==> src/rtl/fanin_msg_tx.sv <==
// fanin_msg_tx
// Sending end of the fan-in link protocol. One message is framed as:
//   acquire token, my-ID, true next-ID, false next-ID, payload words, release.
// Tokens go out on a registered forward-token channel. The back-prop channel
// can stall (Nack) or abort (Term) the message.
//
// Optional build feature: define FANIN_MSG_TX_RETRY_EN to enable retry.
// The payload is then kept in a MAX_LEN-deep store. After a Term, the message
// is re-sent up to MAX_RETRY times.
//
// Token layouts (packed vectors):
//   O_FTk[WIDTH_DATA+2] v   token valid
//   O_FTk[WIDTH_DATA+1] a   acquire/release marker
//   O_FTk[WIDTH_DATA]   r   release marker
//   O_FTk[WIDTH_DATA-1:0] d token data
//   I_BTk[0] n (Nack, stall)   I_BTk[1] t (Term, abort)
//
// Ports:
//   clock, reset        rising-edge clock, asynchronous active-low reset
//   I_Start             pulse: latch IDs and begin a message (IDLE only)
//   I_MyID/I_NextID_t/I_NextID_f  header IDs, latched on I_Start
//   I_Valid/I_Data/I_Last/O_Ready payload stream (word moves on I_Valid & O_Ready)
//   O_FTk               forward token (registered)
//   I_BTk               back-prop token
//   O_Busy              FSM not IDLE
//   O_Done / O_Abort    one-cycle end-of-message pulses
//   O_State             current FSM state (debug)
//
// Handshake: a forward token is taken by the link in every cycle where
// O_FTk.v & ~I_BTk.n. While Nack is high, O_FTk holds bit-exact.
module fanin_msg_tx #(
    parameter int WIDTH_DATA = 32,
    parameter int MAX_LEN    = 64,
    parameter int MAX_RETRY  = 3
) (
    input  logic                  clock,
    input  logic                  reset,
    input  logic                  I_Start,
    input  logic [WIDTH_DATA-1:0] I_MyID,
    input  logic [WIDTH_DATA-1:0] I_NextID_t,
    input  logic [WIDTH_DATA-1:0] I_NextID_f,
    input  logic                  I_Valid,
    input  logic [WIDTH_DATA-1:0] I_Data,
    input  logic                  I_Last,
    output logic                  O_Ready,
    output logic [WIDTH_DATA+2:0] O_FTk,
    input  logic [1:0]            I_BTk,
    output logic                  O_Busy,
    output logic                  O_Done,
    output logic                  O_Abort,
    output logic [2:0]            O_State
);

    localparam int FW = WIDTH_DATA + 3;
    localparam int CW = $clog2(MAX_LEN + 1);
    localparam logic [FW-1:0] RLS_TOK = {3'b111, {WIDTH_DATA{1'b0}}};

    typedef enum logic [2:0] {
        S_IDLE  = 3'd0,
        S_ACQ   = 3'd1,
        S_MY_ID = 3'd2,
        S_T_ID  = 3'd3,
        S_F_ID  = 3'd4,
        S_DATA  = 3'd5,
        S_RLS   = 3'd6
    } state_e;

    state_e                state_q, state_d;
    logic [FW-1:0]         ftk_q, ftk_d;
    logic [WIDTH_DATA-1:0] my_q, my_d, nt_q, nt_d, nf_q, nf_d;
    logic [CW-1:0]         cnt_q, cnt_d;
    logic                  last_q, last_d;     // I_Last word is sitting on O_FTk
    logic                  abort_q, abort_d;   // current message ends as abort
    logic                  done_q, done_d;
    logic                  abortp_q, abortp_d;

    logic                  nack, term, accept, term_cut, full, can_take, take;
    logic                  src_valid, src_last, from_store;
    logic [WIDTH_DATA-1:0] src_data;

    assign nack     = I_BTk[0];
    assign term     = I_BTk[1];
    assign accept   = ftk_q[FW-1] & ~nack;
    // Term is honoured only while a message is in flight and not yet releasing.
    assign term_cut = term & (state_q != S_IDLE) & (state_q != S_RLS);
    assign full     = (cnt_q == CW'(MAX_LEN));
    // A payload word can be loaded when the output slot frees up this cycle.
    // F_ID is included so the first word follows the header without a bubble.
    assign can_take = ((state_q == S_F_ID) | (state_q == S_DATA)) & ~term & ~last_q & ~full
                    & (~nack | ~ftk_q[FW-1]);
    assign take     = can_take & src_valid;

`ifdef FANIN_MSG_TX_RETRY_EN
    localparam int IW = (MAX_LEN > 1) ? $clog2(MAX_LEN) : 1;
    localparam int RW = (MAX_RETRY > 0) ? $clog2(MAX_RETRY + 1) : 1;

    logic [WIDTH_DATA-1:0] store_q [MAX_LEN];
    logic [CW-1:0]         stored_q, stored_d;  // words captured so far
    logic                  have_last_q, have_last_d;
    logic [RW-1:0]         retry_q, retry_d;
    logic                  term_q, term_d;      // abort was caused by Term
    logic                  store_we;

    // On a re-send, words already captured are replayed from the store.
    // Words beyond that (Term hit before the payload finished) still come
    // from the input stream.
    assign from_store = (cnt_q < stored_q);
    assign src_valid  = from_store | I_Valid;
    assign src_data   = from_store ? store_q[cnt_q[IW-1:0]] : I_Data;
    assign src_last   = from_store ? (have_last_q && ((cnt_q + CW'(1)) == stored_q)) : I_Last;
    assign store_we   = take & ~from_store;
    assign O_Ready    = can_take & ~from_store;

    always_ff @(posedge clock) begin
        if (store_we) begin
            store_q[cnt_q[IW-1:0]] <= I_Data;
        end
    end
`else
    assign from_store = 1'b0;
    assign src_valid  = I_Valid;
    assign src_data   = I_Data;
    assign src_last   = I_Last;
    assign O_Ready    = can_take & ~from_store;
`endif

    always_comb begin
        state_d  = state_q;
        ftk_d    = ftk_q;
        my_d     = my_q;
        nt_d     = nt_q;
        nf_d     = nf_q;
        cnt_d    = cnt_q;
        last_d   = last_q;
        abort_d  = abort_q;
        done_d   = 1'b0;
        abortp_d = 1'b0;
`ifdef FANIN_MSG_TX_RETRY_EN
        stored_d    = stored_q;
        have_last_d = have_last_q;
        retry_d     = retry_q;
        term_d      = term_q;
        if (store_we) begin
            stored_d = stored_q + CW'(1);
            if (I_Last) have_last_d = 1'b1;
        end
`endif
        if (term_cut) begin
            // Abandon whatever is on the channel and release immediately.
            ftk_d   = RLS_TOK;
            state_d = S_RLS;
            abort_d = 1'b1;
`ifdef FANIN_MSG_TX_RETRY_EN
            term_d  = 1'b1;
`endif
        end else begin
            case (state_q)
                S_IDLE: begin
                    if (I_Start) begin
                        my_d    = I_MyID;
                        nt_d    = I_NextID_t;
                        nf_d    = I_NextID_f;
                        ftk_d   = {3'b110, I_MyID};
                        state_d = S_ACQ;
                        cnt_d   = '0;
                        last_d  = 1'b0;
                        abort_d = 1'b0;
`ifdef FANIN_MSG_TX_RETRY_EN
                        stored_d    = '0;
                        have_last_d = 1'b0;
                        retry_d     = '0;
                        term_d      = 1'b0;
`endif
                    end
                end
                S_ACQ: if (accept) begin
                    ftk_d   = {3'b100, my_q};
                    state_d = S_MY_ID;
                end
                S_MY_ID: if (accept) begin
                    ftk_d   = {3'b100, nt_q};
                    state_d = S_T_ID;
                end
                S_T_ID: if (accept) begin
                    ftk_d   = {3'b100, nf_q};
                    state_d = S_F_ID;
                end
                S_F_ID, S_DATA: begin
                    if ((state_q == S_DATA) && accept && (last_q || full)) begin
                        // Final word (or MAX_LEN-th word without Last) has left.
                        ftk_d   = RLS_TOK;
                        state_d = S_RLS;
                        abort_d = ~last_q;
                    end else if (take) begin
                        ftk_d   = {3'b100, src_data};
                        cnt_d   = cnt_q + CW'(1);
                        last_d  = src_last;
                        state_d = S_DATA;
                    end else if (accept) begin
                        ftk_d   = '0;          // bubble
                        state_d = S_DATA;
                    end
                end
                S_RLS: begin
                    if (accept) begin
                        ftk_d   = '0;
                        state_d = S_IDLE;
                        if (abort_q) abortp_d = 1'b1;
                        else         done_d   = 1'b1;
`ifdef FANIN_MSG_TX_RETRY_EN
                        if (term_q && (retry_q < RW'(MAX_RETRY))) begin
                            ftk_d    = {3'b110, my_q};
                            state_d  = S_ACQ;
                            abortp_d = 1'b0;
                            retry_d  = retry_q + RW'(1);
                            cnt_d    = '0;
                            last_d   = 1'b0;
                            abort_d  = 1'b0;
                            term_d   = 1'b0;
                        end
`endif
                    end
                end
                default: state_d = S_IDLE;
            endcase
        end
    end

    always_ff @(posedge clock or negedge reset) begin
        if (!reset) begin
            state_q  <= S_IDLE;
            ftk_q    <= '0;
            my_q     <= '0;
            nt_q     <= '0;
            nf_q     <= '0;
            cnt_q    <= '0;
            last_q   <= 1'b0;
            abort_q  <= 1'b0;
            done_q   <= 1'b0;
            abortp_q <= 1'b0;
`ifdef FANIN_MSG_TX_RETRY_EN
            stored_q    <= '0;
            have_last_q <= 1'b0;
            retry_q     <= '0;
            term_q      <= 1'b0;
`endif
        end else begin
            state_q  <= state_d;
            ftk_q    <= ftk_d;
            my_q     <= my_d;
            nt_q     <= nt_d;
            nf_q     <= nf_d;
            cnt_q    <= cnt_d;
            last_q   <= last_d;
            abort_q  <= abort_d;
            done_q   <= done_d;
            abortp_q <= abortp_d;
`ifdef FANIN_MSG_TX_RETRY_EN
            stored_q    <= stored_d;
            have_last_q <= have_last_d;
            retry_q     <= retry_d;
            term_q      <= term_d;
`endif
        end
    end

    assign O_FTk   = ftk_q;
    assign O_Busy  = (state_q != S_IDLE);
    assign O_Done  = done_q;
    assign O_Abort = abortp_q;
    assign O_State = state_q;

endmodule

==> config.mk <==
export PLATFORM = sky130hd
export DESIGN_NAME = fanin_msg_tx
export DESIGN_NICKNAME = d
export VERILOG_FILES = /design/src/rtl/fanin_msg_tx.sv
export SDC_FILE = /design/constraint.sdc
export NUM_CORES = 1
export LEC_CHECK = 0
export ABC_AREA = 1
export BUFFER_PORTS_ARGS = -buffer_cell sky130_fd_sc_hd__buf_2
export CORE_MARGIN = 4
export CORE_UTILIZATION = 23
export CTS_BUF_LIST = sky130_fd_sc_hd__clkbuf_4 sky130_fd_sc_hd__clkbuf_8 sky130_fd_sc_hd__clkbuf_16
export DETAILED_ROUTE_END_ITERATION = 16
export GPL_TIMING_DRIVEN = 0
export HOLD_SLACK_MARGIN = 0.05
export PLACE_DENSITY = 0.53
export SLEW_MARGIN = 20
export SYNTH_ARGS = -nofsm -noshare
export SYNTH_HDL_FRONTEND = slang
export SYNTH_SLANG_ARGS = --single-unit
==> constraint.sdc <==
create_clock -name clock -period 3.3 [get_ports clock]
set_input_delay 0.165 -clock clock [delete_from_list [all_inputs] [get_ports clock]]
set_output_delay 0.165 -clock clock [all_outputs]
set_load 0.1 [all_outputs]
Word-level counts from Yosys, hierarchy flattened
Index checks and enable logic that the tools add are counted.
{"block": "totals", "reg_bits": 145, "wordCells": 97, "out_inout_bits": 42, "input_bits": 135}
{"block": "classes", "n_mux": 38, "n_addsub": 1, "bitwise_logic": 16, "eq_ne": 18, "reduce_logical": 14}
{"op": "2-to-1 mux 35 bit", "count": 8}
{"op": "case mux 35 bit (6 select lines)", "count": 1}
{"op": "2-to-1 mux 3 bit", "count": 9}
{"op": "2-to-1 mux 7 bit", "count": 3}
{"op": "!= test 3 bit (second input constant)", "count": 7}
{"op": "case mux 3 bit (6 select lines)", "count": 1}
{"op": "case mux 7 bit (2 select lines)", "count": 1}
{"op": "2-to-1 mux 1 bit", "count": 13}
{"op": "AND reduction 5 bit", "count": 2}
{"op": "equality test 3 bit (second input constant)", "count": 3}
{"op": "bitwise AND 1 bit", "count": 8}
{"op": "adder 7 x 1 -> 7 bit (second input constant)", "count": 1}
{"op": "equality test 7 bit (second input constant)", "count": 1}
{"op": "nonzero test 7 bit", "count": 1}
{"op": "equality test 3 x 2 -> 1 bit (second input constant)", "count": 2}
{"op": "!= test 2 bit (second input constant)", "count": 3}
{"op": "NOT 1 bit", "count": 6}
{"op": "AND reduction 3 bit", "count": 2}
{"op": "AND reduction 6 bit", "count": 1}
{"op": "nonzero test 3 bit", "count": 2}
{"op": "!= test 5 bit (second input constant)", "count": 1}
{"op": "case mux 1 bit (2 select lines)", "count": 2}
{"op": "equality test 3 x 1 -> 1 bit (second input constant)", "count": 1}
{"op": "zero test 3 bit", "count": 1}
{"op": "other kinds (5)", "count": 7}

Depth between registers and ports, before layout
Gate-level depths: netlist of the first run.
{"block": "depth", "word_depth": 11, "ltp_mapped": 14, "mapped_depth_nobuf": 13}

Worst setup path before layout of the first run
OpenSTA, ideal clock, no wires.
{"block": "synth_timing", "kind": "reg-to-reg", "startpoint": "register state_q[2] (netlist: O_State[2])", "endpoint": "register cnt_q[1]", "t_arrival_ns": 2.488, "synth_period_minus_slack_ns": 2.558, "setup_ns": 0.070, "path_buffers": 1, "setup_slack_ns": 0.742, "required_time_ns": 3.230, "stages_incl_launch_ff": 7, "cell_sequence": "dfrtp_1 -> buf_6 -> nand2_4 -> nor3_4 -> and3_1 -> nand3_1 -> nand2_1"}
{"block": "synth_via", "elab_chain_cells": 9, "word_cells_on_any_way": 23, "classes_between": "6 x eq/ne; 1 x mux; 9 x bitwise; 7 x reduce/logical"}
{"item": "from (decl)", "line_no": "68", "rtl": "state_e state_q, state_d;"}
{"item": "from (signal assigned)", "line_no": "248", "rtl": "state_q <= state_d;"}
{"item": "equality test 3 bit", "line_no": "89", "rtl": "assign can_take = ((state_q == S_F_ID) | (state_q == S_DATA)) & ~term & ~last_q & ~full"}
{"item": "OR 1 bit (*)", "line_no": "89"}
{"item": "bitwise AND 1 bit (*) (3 in series)", "line_no": "89"}
{"item": "bitwise AND 1 bit (*)", "line_no": "90", "rtl": "& (~nack | ~ftk_q[FW-1]);"}
{"item": "net O_Ready", "line_no": "45", "rtl": "output logic O_Ready,"}
{"item": "bitwise AND 1 bit (*)", "line_no": "91", "rtl": "assign take = can_take & src_valid;"}
{"item": "!= test 2 bit (no line) (*)"}
{"item": "AND reduction 5 bit (no line) (*)"}
{"item": "to (signal assigned)", "line_no": "253", "rtl": "cnt_q <= cnt_d;"}
{"item": "to (decl)", "line_no": "71", "rtl": "logic [CW-1:0] cnt_q, cnt_d;"}
The timed path passes the listed nets; every way through them passes the cells marked *.
A chain may end at the register's enable or synchronous reset.

Worst setup path in the final report of the first run
{"block": "layout_timing", "startpoint": "register state_q[2] (netlist: O_State[2])", "endpoint": "register ftk_q[21] (netlist: O_FTk[21])"}
{"block": "layout_via", "elab_chain_cells": 11, "word_cells_on_any_way": 30, "classes_between": "11 x eq/ne; 4 x mux; 8 x bitwise; 7 x reduce/logical"}
{"item": "equality test 3 bit, on equally long branches", "line_no": "89, 157, 189"}
{"item": "OR 1 bit", "line_no": "89"}
{"item": "bitwise AND 1 bit (3 in series)", "line_no": "89"}
{"item": "bitwise AND 1 bit", "line_no": "90"}
{"item": "bitwise AND 1 bit", "line_no": "91"}
{"item": "2-to-1 mux 35 bit", "line_no": "194", "rtl": "end else if (take) begin"}
{"item": "2-to-1 mux 35 bit", "line_no": "189", "rtl": "if ((state_q == S_DATA) && accept && (last_q || full)) begin"}
{"item": "case mux 35 bit (6 select lines)", "line_no": "157", "rtl": "case (state_q)"}
{"item": "2-to-1 mux 35 bit", "line_no": "148", "rtl": "if (term_cut) begin"}
{"item": "to (signal assigned)", "line_no": "249", "rtl": "ftk_q <= ftk_d;"}
{"item": "to (decl)", "line_no": "69", "rtl": "logic [FW-1:0] ftk_q, ftk_d;"}
Parallel ways exist; a longest one is shown, timed or not.

==> metrics.txt, run 1 <==
Final Non-Filler Cells=approximately 1.7k; final instance area=between 10000 and 15000 µm²; switching power total=5520 µW; EDFF count, synth=0; final core utilization=about a third; CTS buffer count=17; Clock Latency Late Sink=430 ps; placed standard-cell area=9370 µm²; Least-Margin Pin Slew=about 850 ps; Startpoint Class=register; Syn Area/Cell=approximately 8.3 µm²; dpl ws=around 1200 ps; IO Port Bufs=approximately 180; worst hold path type=in2reg; PD cells=between 1000 and 1500 nW/µm²; Placer Congestion=about 0.81; gr usage total=around 16%; 1st-iter DRT viols=between 300 and 400; Final min period=~2200 ps; Root Buffer=clkbuf_16; Antenna Nets Post-Route=0; syn nets=about 1.1k; clock sinks=around 150; Switching Share=between 40% and 50%; Synth top cells by count=nand2_1, dfrtp_1, nor2_1; part of the power in combinational logic=54.7%; Leak Pwr=roughly 0.0054 µW; crit-path max FO=10; vias=between 7k and 8k; Top-Level Pins=around 180; Initial Utilization=between 20% and 30%; Worst Setup End Kind=register; first-pass GRT wire length=around 44000 µm; routed len/inst=roughly 17 µm; DR pass1 iterations=5; synthesized cell area=approximately 7900 µm²; CTS max path bufs=2; worst setup margin=approximately 1100 ps; # resized after CTS=0; DR DRC count=0; maxcap violations=0; main flop type after synthesis=dfrtp_1; largest area contributor in the netlist=dfrtp_1; vias per cell=~4.3; clock power share=between 10% and 20%; Die Ht=about 190 µm; clock-pin slew on the worst setup and hold paths=~60 ps; Achievable Freq=approximately 460 MHz; Inst Count DP=1571; maximum VDD drop=about 0.00041 V; vias in the first global route=7688; Pint=5590 µW; share of the synthesized area in the top cell type=46.1%; outcome=finished clean; WL final=approximately 29000 µm; dpl hpwl=about 21000 µm; Setup CP Type=reg2reg; overflow left after global routing=0; most common cell in the netlist=nand2_1; H-tree levels=4; Gate Count Post-Synth=945; YS warnings=0; synth-to-layout area growth=39.3%; antenna violations before repair=1; Setup Skew=13.4 ps; DIE WIDTH=193 µm; Crit path required time=between 3000 and 4000 ps; relative slew slack=43.0%; share of cells above drive strength 1=27.7%; RSZ-0062 raised after global routing=false; CTS tree=built; sequential share of the synthesized area=46.1%; final cycle utilization of the critical path=around two thirds; core area=33600 µm²; Flop pwr share=27.7%; Site Rows=67; largest net degree at the start of global routing=53; Die ar.=37200 µm²; Cell variety after synth=35; ys async rst share=100%; synthesized flop and latch total=145; Hold Vio Cnt, Final=0; # nets final=1379; fin. max-slew vios=0; Area contributors post-synth=dfrtp_1, nand2_1, nor2_1; arrival time worst endpoint=approximately 2500 ps; final setup vio count=0
-- metrics by stage --
step	TNS (ps)	hold WS [ps]	power, µW
final	0	143	11100
after global routing	0	170	11900
after CTS	0	131	11200
after detailed placement	0	87.7	9150
after global placement	-55250	382	9050
after floorplan	0	-131	7520
-- critical path, stage by stage, from the launching register on --
cell,delay [ps]
dfrtp_1,390
buf_6,160
inv_2,100
nand3_1,170
inv_1,160
clkbuf_1,650
nand2_1,100
o2111ai_1,160
nor2_1,80
nand2_1,70
nand2_1,40
nand2_1,50
-- layout by cell type, fill, tap and decap left out, drive strengths merged, types with 7 or more instances in the layout --
| master | instances |
|---|---|
| dlygate4sd3 | 100 |
| a21oi | 18 |
| buf | 214 |
| mux2 | 79 |
| dfrtp | 145 |
| nor2 | 173 |
| nand2 | 273 |
| nand4 | 25 |
| clkinv | 7 |
| nand3 | 25 |
| o2111ai | 15 |
| inv | 98 |
| clkbuf | 28 |
| o21ai | 26 |
-- kinds of logic after synthesis --
group	Yosys count	share of synthesized area [%]
AOI/OAI and AO/OA	67	5.31
adders and majority gates	2	0.318
and+or+nand+nor	507	28.1
muxes	79	11.3
DFF	145	46.1
xor gates and xnor gates	4	0.445
buffers and inverters	141	8.38
-- path summary, 6_finish.rpt --
check	start	end	slack, ps	cells past startpoint
setup / recovery	O_State[2]	O_FTk[21]	1120	11
hold / removal	I_Data[8]	O_FTk[8]	140	7
setup reg to reg	O_State[2]	O_FTk[21]	1120	11
hold reg to reg	nt_q[1]	nt_q[1]	490	1
max in group asynchronous	reset	nt_q[12]	2170	4
min in group asynchronous	reset	nf_q[9]	210	2
-- area by class of cell --
cell class	instances	area [µm²]
diodes	1	2.50
well taps	448	561
multi-input cells	659	3580
flip-flops and latches	145	3630
plain buffers	47	307
fillers	3579	22700
clock inverters	15	156
clock buffers	17	425
repair buffers	278	1950
inverters	94	353
-- registers in the layout (all words and copies together) (netlist names) --
signal and count:
nf_q 32, O_Done 1, O_State 3, abort_q 1, O_Abort 1, cnt_q 7, O_FTk 35, my_q 32
nt_q 32, last_q 1
-- layer usage --
| metal | up-vias | GRT usage (%) | wire length, µm |
|---|---|---|---|
| li1 | 3606 | - | - |
| met3 | 49 | 3.28 | 1610 |
| met2 | 225 | 25.6 | 13500 |
| met5 | - | 0 | 0 |
| met1 | 3514 | 20.6 | 13000 |
| met4 | 0 | 6.86 | 1060 |
-- power groups by stage --
| stage | clock network, µW | registers, µW | logic [µW] |
|---|---|---|---|
| finish | 1950 | 3080 | 6080 |
| global route | 2070 | 3180 | 6670 |
| CTS | 2010 | 3080 | 6150 |
| detailed placement | 0 | 3110 | 6040 |
| global placement | 0 | 3090 | 5960 |
| floorplan | 0 | 4240 | 3280 |
-- what timing repair did --
action,4_1_cts,5_1_grt
buffers inserted,0,0
hold buffers,100,0
endpoints found under the hold margin,191,0
No activity file was read; power rests on OpenSTA's default activity.
==> run 2, diff against run 1 <==
--- a/config.mk
+++ b/config.mk
@@ -13,7 +13,7 @@
 export DETAILED_ROUTE_END_ITERATION = 16
 export GPL_TIMING_DRIVEN = 0
 export HOLD_SLACK_MARGIN = 0.05
-export PLACE_DENSITY = 0.53
+export PLACE_DENSITY = 0.54
 export SLEW_MARGIN = 20
 export SYNTH_ARGS = -nofsm -noshare
 export SYNTH_HDL_FRONTEND = slang
==> constraint.sdc (replaced) <==
create_clock -name clock -period 1.75 [get_ports clock]
set_input_delay 0.0875 -clock clock [delete_from_list [all_inputs] [get_ports clock]]
set_output_delay 0.0875 -clock clock [all_outputs]
set_load 0.1 [all_outputs]
==> run 2 against run 1 <==
Fmax is 15% higher. Cell count grew 4.1%. Critical path depth shrank 3. Count of clock-buffer cells in the layout increased by 1. Hold slack worse by 75 ps. Highest routed layer is now met5. Largest power group unchanged. Clock power is 100% higher. The run now ends with negative setup slack left. Flip-flop and latch count unchanged. Non-clock buffer count grew 70. Sequential power up 94%. Via count rose by 6.3%.
==> metrics.txt, run 2 (synthesis gave the netlist of run 1 again) <==
Most common cell on crit path=nor2_4; WHS Path Cells=7 (unchanged); Setup Skew=8.55 ps (-4.85 ps); Site Rows=67 (unchanged); Inst Count DP=1570 (-0.064%); largest net degree at the start of global routing=89 (+68%); Final Non-Filler Cells=1774 (+4.1%); worst setup margin=-143 ps (-1270 ps); CTS buffer count=17 (unchanged); vias=7863 (+6.3%); outcome=complete, but fails checks; slowest cell on the critical path=dfrtp_4; Fill cells=3289 (-8.1%); violated checks=negative setup slack; crit-path max cell delay=520 ps (-130 ps); Initial Utilization=23.4% (unchanged); maximum VDD drop=0.000788 V (+93%); 1st-iter DRT viols=360 (+9.4%); Pint=14000 µW (+150%); Clock Latency Late Sink=430 ps (about the same); most common cell after layout, fill and taps aside=nand2_1; overflow left after global routing=0 (unchanged); max FFs per register=35 (unchanged); DIE WIDTH=193 µm (unchanged); reg2reg path depth=8 (-3); Die ar.=37200 µm² (unchanged); clock-pin slew on the worst setup and hold paths=70 ps (about the same); Fin Setup TNS=-10790 ps (-10790 ps); PD cells=2010 nW/µm² (+98%); placed standard-cell area=9430 µm² (+0.59%); arrival time worst endpoint=2210 ps (-330 ps); Antenna Nets Post-Route=0 (unchanged); CTS max path bufs=2 (unchanged); Root Buffer=clkbuf_16; switching power total=12200 µW (+120%); RSZ-0062 raised after global routing=true; CP top delay family=flip-flops; part of the power in combinational logic=62.2% (+7.5 points); IO Port Bufs=176 (unchanged); H-tree levels=4 (unchanged); vias in the first global route=8020 (+4.3%); vias per cell=4.43 (+2.1%); Placer Congestion=0.828 (+2.7%); crit-path max FO=10 (unchanged); clock power share=15.0% (-2.6 points); Switching Share=46.7% (-3.0 points); routed len/inst=18.5 µm (+8.0%); synth-to-layout area growth=66.1%; Min Hold Slack=68.2 ps (-75.1 ps); reg2reg setup slack=-140 ps (-1270 ps); Top-Level Pins=177 (unchanged); dpl ws=-484 ps (-1660 ps); share of cells above drive strength 1=44.3% (+17 points); DR DRC count=0 (unchanged); relative slew slack=62.6% (+20 points); Hold Vio Cnt, Final=0 (unchanged); final cycle utilization of the critical path=108% (+42 points); WP depth=8 (-3); clock sinks=145 (unchanged); register area=3640 µm² (+0.41%); first-pass GRT wire length=47800 µm (+8.0%); area occupied by multi-input gates=4340 µm² (+21%); CP cell instances=nor2_4 -> inv_2 -> nor2_4 -> inv_2 -> nor2_4 -> buf_6 -> buf_12 -> mux2_2; final instance area=13100 µm² (+19%); gr usage total=17.1% (+1.2 points); Startpoint Class=register; CP bufs+invs=4 (unchanged); Flop pwr share=22.8% (-4.9 points); worst hold path type=in2reg; CTS tree=built; Die Ht=193 µm (unchanged); WL final=32800 µm (+12%); dpl hpwl=20900 µm (-1.0%); core area=33600 µm² (unchanged); most frequent cells in the layout=nand2_1, buf_2, dfrtp_1, dlygate4sd3_1, nor2_1; Final min period=1890 ps (-283 ps); Leak Pwr=0.00621 µW (+16%); final setup vio count=140 (+140); Crit path required time=2070 ps (-1590 ps); # nets final=1449 (+5.1%); antenna violations before repair=2 (+1); Least-Margin Pin Slew=561 ps (-294 ps); fin. max-slew vios=0 (unchanged); Setup CP Type=reg2reg; Achievable Freq=528 MHz (+15%); maxcap violations=0 (unchanged); DR pass1 iterations=4 (-1); Worst Setup End Kind=register
## run 2: cell types whose count changed in the layout (fill, tap and decap cells not counted), moves of 25 or more
cell	change
nor2_1	-55
mux2_4	+38
mux2_1	-36
nand2_1	-33
buf_4	+30
nor2_4	+30
buf_12	+29
nor2_2	+25
## run 2: final cells by class
type,instances,share of cell area [%]
Antenna cell,1,0.0192
Buffer,45,4.93
Clock buffer,18,3.31
Clock inverter,14,1.40
Inverter,94,2.88
Multi-Input combinational cell,659,33.2
Sequential cell,145,27.9
Tap cell,448,4.29
Timing Repair Buffer,350,22.0
## run 2: worst paths after layout
check                      startpoint         to
setup / recovery           O_State[0]   my_q[20]
hold / removal             I_Data[22]  O_FTk[22]
setup reg to reg           O_State[0]   my_q[20]
hold reg to reg             O_FTk[24]  O_FTk[24]
max in group asynchronous       reset  O_FTk[34]
min in group asynchronous       reset   nt_q[24]
## run 2: metrics by stage
step / power, µW / util [%]
2_1_floorplan: 14400 / -
3_3_place_gp: 17300 / 27.9
3_5_place_dp: 17500 / 28.0
4_1_cts: 24600 / 36.4
5_1_grt: 27800 / 38.9
6_report: 26200 / 38.9
## run 2: worst reg2reg max path, cell delays in order (launching register included)
cell and delay [ps]:
dfrtp_4 520, nor2_4 160, inv_2 70, nor2_4 110, inv_2 50, nor2_4 160, buf_6 180, buf_12 160
mux2_2 350
## run 2: routing by layer
metal / vias up / GRT usage, % / wire length, µm
met2: 221 / 28.6 / 15700
met4: 2 / 5.07 / 682
met5: - / 0 / 7
met1: 3844 / 22.5 / 14600
li1: 3760 / - / -
met3: 36 / 3.40 / 1710
## run 2: power by group through the flow
| stage | sequential (µW) | combinational, µW | clock (µW) |
|---|---|---|---|
| finish | 5970 | 16300 | 3930 |
| global route | 6160 | 17500 | 4150 |
| CTS | 5930 | 14700 | 3980 |
| detailed placement | 5910 | 11600 | 0 |
| global placement | 5860 | 11400 | 0 |
| floorplan | 8040 | 6380 | 0 |
## run 2: what timing repair did
| action | in CTS | in global routing |
|---|---|---|
| pin swaps | 37 | 58 |
| endpoints found under the hold margin | 187 | 0 |
| hold buffers | 101 | 0 |
| setup endpoints to repair | 145 | 145 |
| setup buffers | 39 | 22 |
| gates resized for setup | 180 | 181 |
| cloned | 8 | 7 |
